### src/rtl/aes128_dec_loader.sv
// rtl/aes128_dec_loader.sv - ciphertext loader feeding the AES-128 block decryptor
//
// Packs a 32-bit ciphertext word stream into 128-bit blocks, buffers up to two
// blocks (ping-pong) and starts the non-reentrant decryptor once per block.
//
// Optional build macro: AES_LOADER_BSWAP_EN (byte-reverse each input word).
//
// Ports:
//   clk, rst          clock (rising edge), asynchronous active-high reset
//   key_we_i, key_i   key load, honoured only while idle
//   s_valid_i/s_data_i/s_ready_o  ciphertext word stream, first word = [127:96]
//   dec_ready_i, dec_done_i       decryptor handshake inputs
//   dec_start_o       one-cycle start pulse to the decryptor
//   dec_key_o         key register contents
//   dec_cipher_o      block presented to the decryptor
//   busy_o            block in flight, buffered or partially packed
//   key_err_o         one-cycle pulse when a key load is rejected
//   blk_count_o       completed blocks, wraps
module aes128_dec_loader #(
  parameter int CNT_W = 16
) (
  input  logic              clk,
  input  logic              rst,
  input  logic              key_we_i,
  input  logic [127:0]      key_i,
  input  logic              s_valid_i,
  input  logic [31:0]       s_data_i,
  output logic              s_ready_o,
  input  logic              dec_ready_i,
  input  logic              dec_done_i,
  output logic              dec_start_o,
  output logic [127:0]      dec_key_o,
  output logic [127:0]      dec_cipher_o,
  output logic              busy_o,
  output logic              key_err_o,
  output logic [CNT_W-1:0]  blk_count_o
);

  typedef enum logic [1:0] {ST_IDLE, ST_ISSUE, ST_WAIT} state_t;

  state_t             state_q, state_d;
  logic               armed_q, armed_d;
  logic [1:0]         occ_q, occ_d;
  logic               wptr_q, wptr_d;
  logic               rptr_q, rptr_d;
  logic [1:0]         wcnt_q, wcnt_d;
  logic [127:0]       ent0_q, ent0_d;
  logic [127:0]       ent1_q, ent1_d;
  logic [127:0]       key_q, key_d;
  logic               key_loaded_q, key_loaded_d;
  logic [127:0]       cipher_q, cipher_d;
  logic [CNT_W-1:0]   count_q, count_d;
  logic               key_err_q, key_err_d;

  logic [31:0]        word_in;
  logic [127:0]       ent_wr;
  logic               xfer, commit, release_blk, start;

`ifdef AES_LOADER_BSWAP_EN
  assign word_in = {s_data_i[7:0], s_data_i[15:8], s_data_i[23:16], s_data_i[31:24]};
`else
  assign word_in = s_data_i;
`endif

  assign s_ready_o   = !rst && (occ_q < 2'd2);
  assign xfer        = s_valid_i && s_ready_o;
  assign commit      = xfer && (wcnt_q == 2'd3);
  assign release_blk = (state_q == ST_WAIT) && dec_done_i;
  // armed_q marks the second ISSUE cycle: the first one loads cipher_q, so the
  // decryptor always sees a settled block when start fires.
  assign start       = (state_q == ST_ISSUE) && armed_q && dec_ready_i;

  assign dec_start_o  = start;
  assign dec_key_o    = key_q;
  assign dec_cipher_o = cipher_q;
  assign busy_o       = (state_q != ST_IDLE) || (occ_q != 2'd0) || (wcnt_q != 2'd0);
  assign key_err_o    = key_err_q;
  assign blk_count_o  = count_q;

  // Entry being packed, with the incoming word merged at the current slot.
  always_comb begin
    ent_wr = wptr_q ? ent1_q : ent0_q;
    case (wcnt_q)
      2'd0:    ent_wr[127:96] = word_in;
      2'd1:    ent_wr[95:64]  = word_in;
      2'd2:    ent_wr[63:32]  = word_in;
      default: ent_wr[31:0]   = word_in;
    endcase
  end

  always_comb begin
    state_d      = state_q;
    armed_d      = 1'b0;
    occ_d        = occ_q;
    wptr_d       = wptr_q;
    rptr_d       = rptr_q;
    wcnt_d       = wcnt_q;
    ent0_d       = ent0_q;
    ent1_d       = ent1_q;
    key_d        = key_q;
    key_loaded_d = key_loaded_q;
    cipher_d     = cipher_q;
    count_d      = count_q;
    key_err_d    = 1'b0;

    if (xfer) begin
      if (wptr_q) ent1_d = ent_wr;
      else        ent0_d = ent_wr;
      wcnt_d = wcnt_q + 2'd1;
      if (commit) wptr_d = ~wptr_q;
    end

    // Commit and release in the same cycle cancel out.
    case ({commit, release_blk})
      2'b10:   occ_d = occ_q + 2'd1;
      2'b01:   occ_d = occ_q - 2'd1;
      default: occ_d = occ_q;
    endcase

    if (key_we_i) begin
      if (state_q == ST_IDLE) begin
        key_d        = key_i;
        key_loaded_d = 1'b1;
      end else begin
        key_err_d = 1'b1;
      end
    end

    case (state_q)
      ST_IDLE: begin
        // A key written this cycle counts as loaded to save a cycle.
        if ((occ_q != 2'd0) && (key_loaded_q || key_we_i)) state_d = ST_ISSUE;
      end
      ST_ISSUE: begin
        cipher_d = rptr_q ? ent1_q : ent0_q;
        if (start) state_d = ST_WAIT;
        else       armed_d = 1'b1;
      end
      ST_WAIT: begin
        if (release_blk) begin
          rptr_d  = ~rptr_q;
          count_d = count_q + CNT_W'(1);
          state_d = (occ_d != 2'd0) ? ST_ISSUE : ST_IDLE;
        end
      end
      default: state_d = ST_IDLE;
    endcase
  end

  always_ff @(posedge clk or posedge rst) begin
    if (rst) begin
      state_q      <= ST_IDLE;
      armed_q      <= 1'b0;
      occ_q        <= 2'd0;
      wptr_q       <= 1'b0;
      rptr_q       <= 1'b0;
      wcnt_q       <= 2'd0;
      ent0_q       <= '0;
      ent1_q       <= '0;
      key_q        <= '0;
      key_loaded_q <= 1'b0;
      cipher_q     <= '0;
      count_q      <= '0;
      key_err_q    <= 1'b0;
    end else begin
      state_q      <= state_d;
      armed_q      <= armed_d;
      occ_q        <= occ_d;
      wptr_q       <= wptr_d;
      rptr_q       <= rptr_d;
      wcnt_q       <= wcnt_d;
      ent0_q       <= ent0_d;
      ent1_q       <= ent1_d;
      key_q        <= key_d;
      key_loaded_q <= key_loaded_d;
      cipher_q     <= cipher_d;
      count_q      <= count_d;
      key_err_q    <= key_err_d;
    end
  end

endmodule

### config.mk
export PLATFORM = sky130hd
export DESIGN_NAME = aes128_dec_loader
export DESIGN_NICKNAME = d
export VERILOG_FILES = /design/src/rtl/aes128_dec_loader.sv
export SDC_FILE = /design/constraint.sdc
export NUM_CORES = 1
export LEC_CHECK = 0
export CAP_MARGIN = 20
export CORE_MARGIN = 2
export CORE_UTILIZATION = 51
export CTS_CLUSTER_DIAMETER = 120
export DETAILED_ROUTE_END_ITERATION = 10
export PLACE_DENSITY = 0.84
export SYNTH_ARGS = -nofsm -noshare
export SYNTH_HDL_FRONTEND = slang
export SYNTH_SLANG_ARGS = --single-unit
export TNS_END_PERCENT = 5
### constraint.sdc
create_clock -name clk -period 25.8 [get_ports clk]
set_input_delay 7.74 -clock clk [delete_from_list [all_inputs] [get_ports clk]]
set_output_delay 7.74 -clock clk [all_outputs]
set_load 0.05 [all_outputs]
# Yosys cells after proc, flatten, opt, wreduce, memory -nomap -nowiden
# Index checks and enable logic that the tools add are counted.
[totals] register_bits=539 out_inout_bits=276 word_cells=70
[op_classes] addsub=4 magnitude_cmp=1 eq_ne=10 muxes=16 bitwise_logic=2 reduce_logical=24
[ops] cell="2-to-1 mux 128 bit" count=2
[ops] cell="2-to-1 mux 32 bit" count=4
[ops] cell="adder 16 x 1 -> 16 bit (second input constant)" count=1
[ops] cell="AND reduction 2 bit" count=5
[ops] cell="equality test 2 bit (second input constant)" count=4
[ops] cell="nonzero test 2 bit" count=4
[ops] cell="logical AND 1 bit" count=7
[ops] cell="equality test 2 x 1 -> 1 bit (second input constant)" count=3
[ops] cell="2-to-1 mux 2 bit" count=3
[ops] cell="one-hot mux 2 bit (3 select lines)" count=1
[ops] cell="2-to-1 mux 1 bit" count=5
[ops] cell="adder 2 x 1 -> 2 bit (second input constant)" count=2
[ops] cell="zero test 2 bit" count=2
[ops] cell="inequality test 2 bit (second input constant)" count=2
[ops] cell="one-hot mux 2 bit (2 select lines)" count=1
[ops] cell="logical OR 1 bit" count=3
[ops] cell="AND reduction 3 bit" count=1
[ops] cell="OR reduction 3 bit" count=1
[ops] cell="less-than comparator 2 bit (second input constant)" count=1
[ops] cell="inequality test 2 x 1 -> 1 bit (second input constant)" count=1
[ops] cell="inverter 1 bit" count=2
[ops] cell="subtractor 2 x 1 -> 2 bit (second input constant)" count=1
[ops] cell="zero test 1 bit" count=1

# Longest topological paths before layout
[depth] ltp_word=10 mapped_depth=8 mapped_depth_nobuf=7

# Worst setup path before layout
# No wires, ideal clock.
[synth_path] path_type="in2out" startpoint="input port dec_ready_i" endpoint="output port dec_start_o" t_arrival_ns=8.455 required_ns=18.060 setup_slack_ns=9.605 stages=2 path_cell_list="nand2_1 -> nor2_1"
[synth_between] elab_chain_cells=1
[synth_lines] item="start: declaration" line_no="29" text="input logic dec_ready_i,"
[synth_lines] item="logical AND 1 bit" line_no="71" text="assign start = (state_q == ST_ISSUE) && armed_q && dec_ready_i;"
[synth_lines] item="end: declaration" line_no="31" text="output logic dec_start_o,"
# No other way between the ends.

# Worst setup path after layout
[layout_path] startpoint="input port rst" endpoint="output port s_ready_o"
[layout_between] elab_chain_cells=2
[layout_lines] item="start: declaration" line_no="23" text="input logic rst,"
[layout_lines] item="zero test 1 bit (no line)"
[layout_lines] item="logical AND 1 bit" line_no="65" text="assign s_ready_o = !rst && (occ_q < 2'd2);"
[layout_lines] item="end: declaration" line_no="28" text="output logic s_ready_o,"
# No other way between the ends.

==> results.md <==
* Status: finished, final reports clean
* # resized after CTS at 0
* Synth area leader: dfrtp_1
* Initial Utilization at 0.514
* Fin crit period at 17.12 ns
* Detailed placer's ending HPWL at 34100 µm
* Most area-consuming cells after synthesis: dfrtp_1 (63%), mux2_2 (19%), mux2i_1 (6.0%), o21ai_0 (3.0%), nand2_1 (2.4%)
* Die H at 209 µm
* WL per Instance at 20.7 µm
* CP startpoint kind: primary input
* Crit-path slowest cell: clkdlybuf4s50_1
* Register area share after synthesis at 0.628
* Antenna violations before repair at 1
* Antenna viol nets, final at 0
* Final worst setup slack at 8.68 ns
* Post-route insts no fill at 2494
* Final GP Congestion at 0.862
* TritonCTS Sinks at 539
* Site Rows at 75
* TritonCTS Buffers at 52
* Drt pass-1 iters at 4
* Final nets at 2084
* CTS clock-pin slew for the worst setup and hold paths at 0.06 ns
* Detailed Route WL at 51700 µm
* Fin crit share at 0.664
* Count leader, synth: dfrtp_1
* Placed cell count at 2395
* Most used cell, CP: clkdlybuf4s50_1
* Post-synth EDFFs at 0
* Required time of the worst setup path at 18.06 ns
* Mean post-synth cell area at 14.5 µm²
* Boundary pin count at 442
* Mapped Area at 0.0215 mm²
* Synth Net Count at 1657
* Largest net degree at the start of global routing at 129
* Final Instance Area at 0.0280 mm²
* Layout Area Growth over Synthesis at 30.5%
* Setup CP Type: in2out
* RSZ-0062 raised after global routing: no
* # Post-CTS Setup Buffers at 0
* Fin util at 0.671
* WP data arrival at 9.38 ns
* IO buf count at 441
* Critical path fanouts, max at 4
* Asr flop ratio synth at 1.00
* Root buffer cell: clkbuf_16
* Max-Cap Viols at 0
* Total Die Area at 0.0437 mm²
* Slew @ Worst Pin at 1.04 ns
* Dpl ws at 8.68 ns
* Final count of negative-setup-slack endpoints at 0
* Hold_buf cts at 0
* Setup TNS after final layout at 0 ns
* Fill cells at 2903
* Final hold violations at 0
* TritonCTS clock tree: done
* Die width at 209 µm
* DR vias at 13.3k
* Static Leak at 0.0125 µW
* Pwr dens at 148 mW/mm²
* Slowest stage delay, CP at 0.82 ns
* DRC Markers at 0
* Worst skew pair latency at 0.59 ns
* Grt ovf at 0
* Synth top cells by count: dfrtp_1 (539), mux2_2 (369), nand2_1 (139), o21ai_0 (129), mux2i_1 (128)
* Synthesized instance count at 1484
* Synth top area share at 0.628
* Max-slew violations at 0
* VDD IR max at 0.0894 mV
* Synth cell types at 36
* Share of cells above drive strength 1 at 0.252
* Clock Tree Buf Depth at 3
* Tot GR Track Use at 0.240
* Top_reg_cell synth: dfrtp_1
* CP endpoint kind: primary output
* Critical path cell sequence: clkdlybuf4s50_1 -> nor2_4 -> clkdlybuf4s50_1
* Yosys warning total at 0
* Global-route wire length before repair at 81400 µm
* Achievable Freq at 58.4 MHz
* Post-Route Skew at 0.0170 ns
* Yosys reg bits at 539
* Slew headroom at 0.309
* Vias in the first global route at 14.1k
* Initial DRC count at 612
* # H-tree levels at 2
* Vias per cell at 5.33
* Placement Cell Area at 0.0261 mm²
* Area of the core at 0.0418 mm²
* Hold Crit Class: reg2reg
==> metal layers <==
metal / vias to the layer above / GRT usage / share of wire
met5: - / 0 / 0
met2: 376 / 0.418 / 0.51
li1: 6055 / - / -
met1: 6763 / 0.291 / 0.40
met4: 0 / 0.0901 / 0.037
met3: 108 / 0.0543 / 0.054
==> report_power, final <==
part / internal, µW / switching [µW]
Clock: 486 / 316
Combinational: 732 / 1150
Sequential: 1240 / 225
==> path summary, 6_finish.rpt <==
kind / startpoint / end / slack [ns] / cells past startpoint
min in group asynchronous: rst / wptr_q / 7.90 / 2
worst max register to register: state_q[0] / dec_key_o[89] / 22.90 / 4
worst min register to register: armed_q / armed_q / 0.47 / 1
worst max-delay path: rst / s_ready_o / 8.68 / 3
worst min-delay path: armed_q / armed_q / 0.47 / 1
max in group asynchronous: rst / dec_key_o[37] / 15.54 / 4
==> kinds of logic (layout without fill, tap and decap cells) <==
family / after synthesis / in the layout / share of synthesized area
buffers and inverters: 89 / 559 / 0.0264
muxes: 513 / 513 / 0.263
xor gates and xnor gates: 20 / 20 / 0.00816
adders and majority gates: 7 / 7 / 0.00408
and+or+nand+nor: 182 / 182 / 0.0383
DFF: 539 / 539 / 0.628
other: 0 / 1 / 0
AOI/OAI and AO/OA: 134 / 134 / 0.0315
==> through the flow <==
step | hold slack [ns] | total power (µW)
6_report | 0.473 | 4150
5_1_grt | 0.497 | 4350
4_1_cts | 0.476 | 4180
3_5_place_dp | 0.460 | 3370
3_3_place_gp | 0.460 | 3300
2_1_floorplan | 0.429 | 2740
==> final cells by class <==
type / count / area (µm²) / area share
sequential: 539 / 13500 / 0.482
clock inverter: 18 / 282 / 0.0101
clock buffer: 79 / 1560 / 0.0555
timing repair buffer: 456 / 4550 / 0.163
multi-input combinational: 856 / 7420 / 0.265
antenna: 1 / 2.50 / 0.0000894
inverter: 6 / 30.0 / 0.00107
tap: 539 / 674 / 0.0241
==> flip-flops by register name, indices dropped and copies added, names as in the netlist <==
register      cells
dec_cipher_o    128
dec_key_o       128
ent0_q          128
ent1_q          128
blk_count_o      16
occ_q             2
state_q           2
wcnt_q            2
armed_q           1
key_err_o         1
key_loaded_q      1
rptr_q            1
wptr_q            1
==> critical path: cells and delay by family <==
family | cells | cell delay, ns
buffers and inverters | 2 | 1.42
and+or+nand+nor | 1 | 0.22
==> cell usage in the layout (no fill, tap or decap), types with 8 or more instances in the layout <==
| cell | count |
|---|---|
| dfrtp_1 | 538 |
| mux2_4 | 8 |
| buf_4 | 13 |
| mux2_1 | 8 |
| clkbuf_1 | 14 |
| o21ai_0 | 129 |
| clkbuf_8 | 11 |
| mux2i_1 | 128 |
| mux2_2 | 369 |
| clkbuf_16 | 54 |
| clkdlybuf4s50_1 | 441 |
| xnor2_1 | 16 |
| nor2_1 | 8 |
| clkinv_2 | 8 |
| nand2_1 | 139 |
Note: power is estimated with default switching activity, not from simulation.
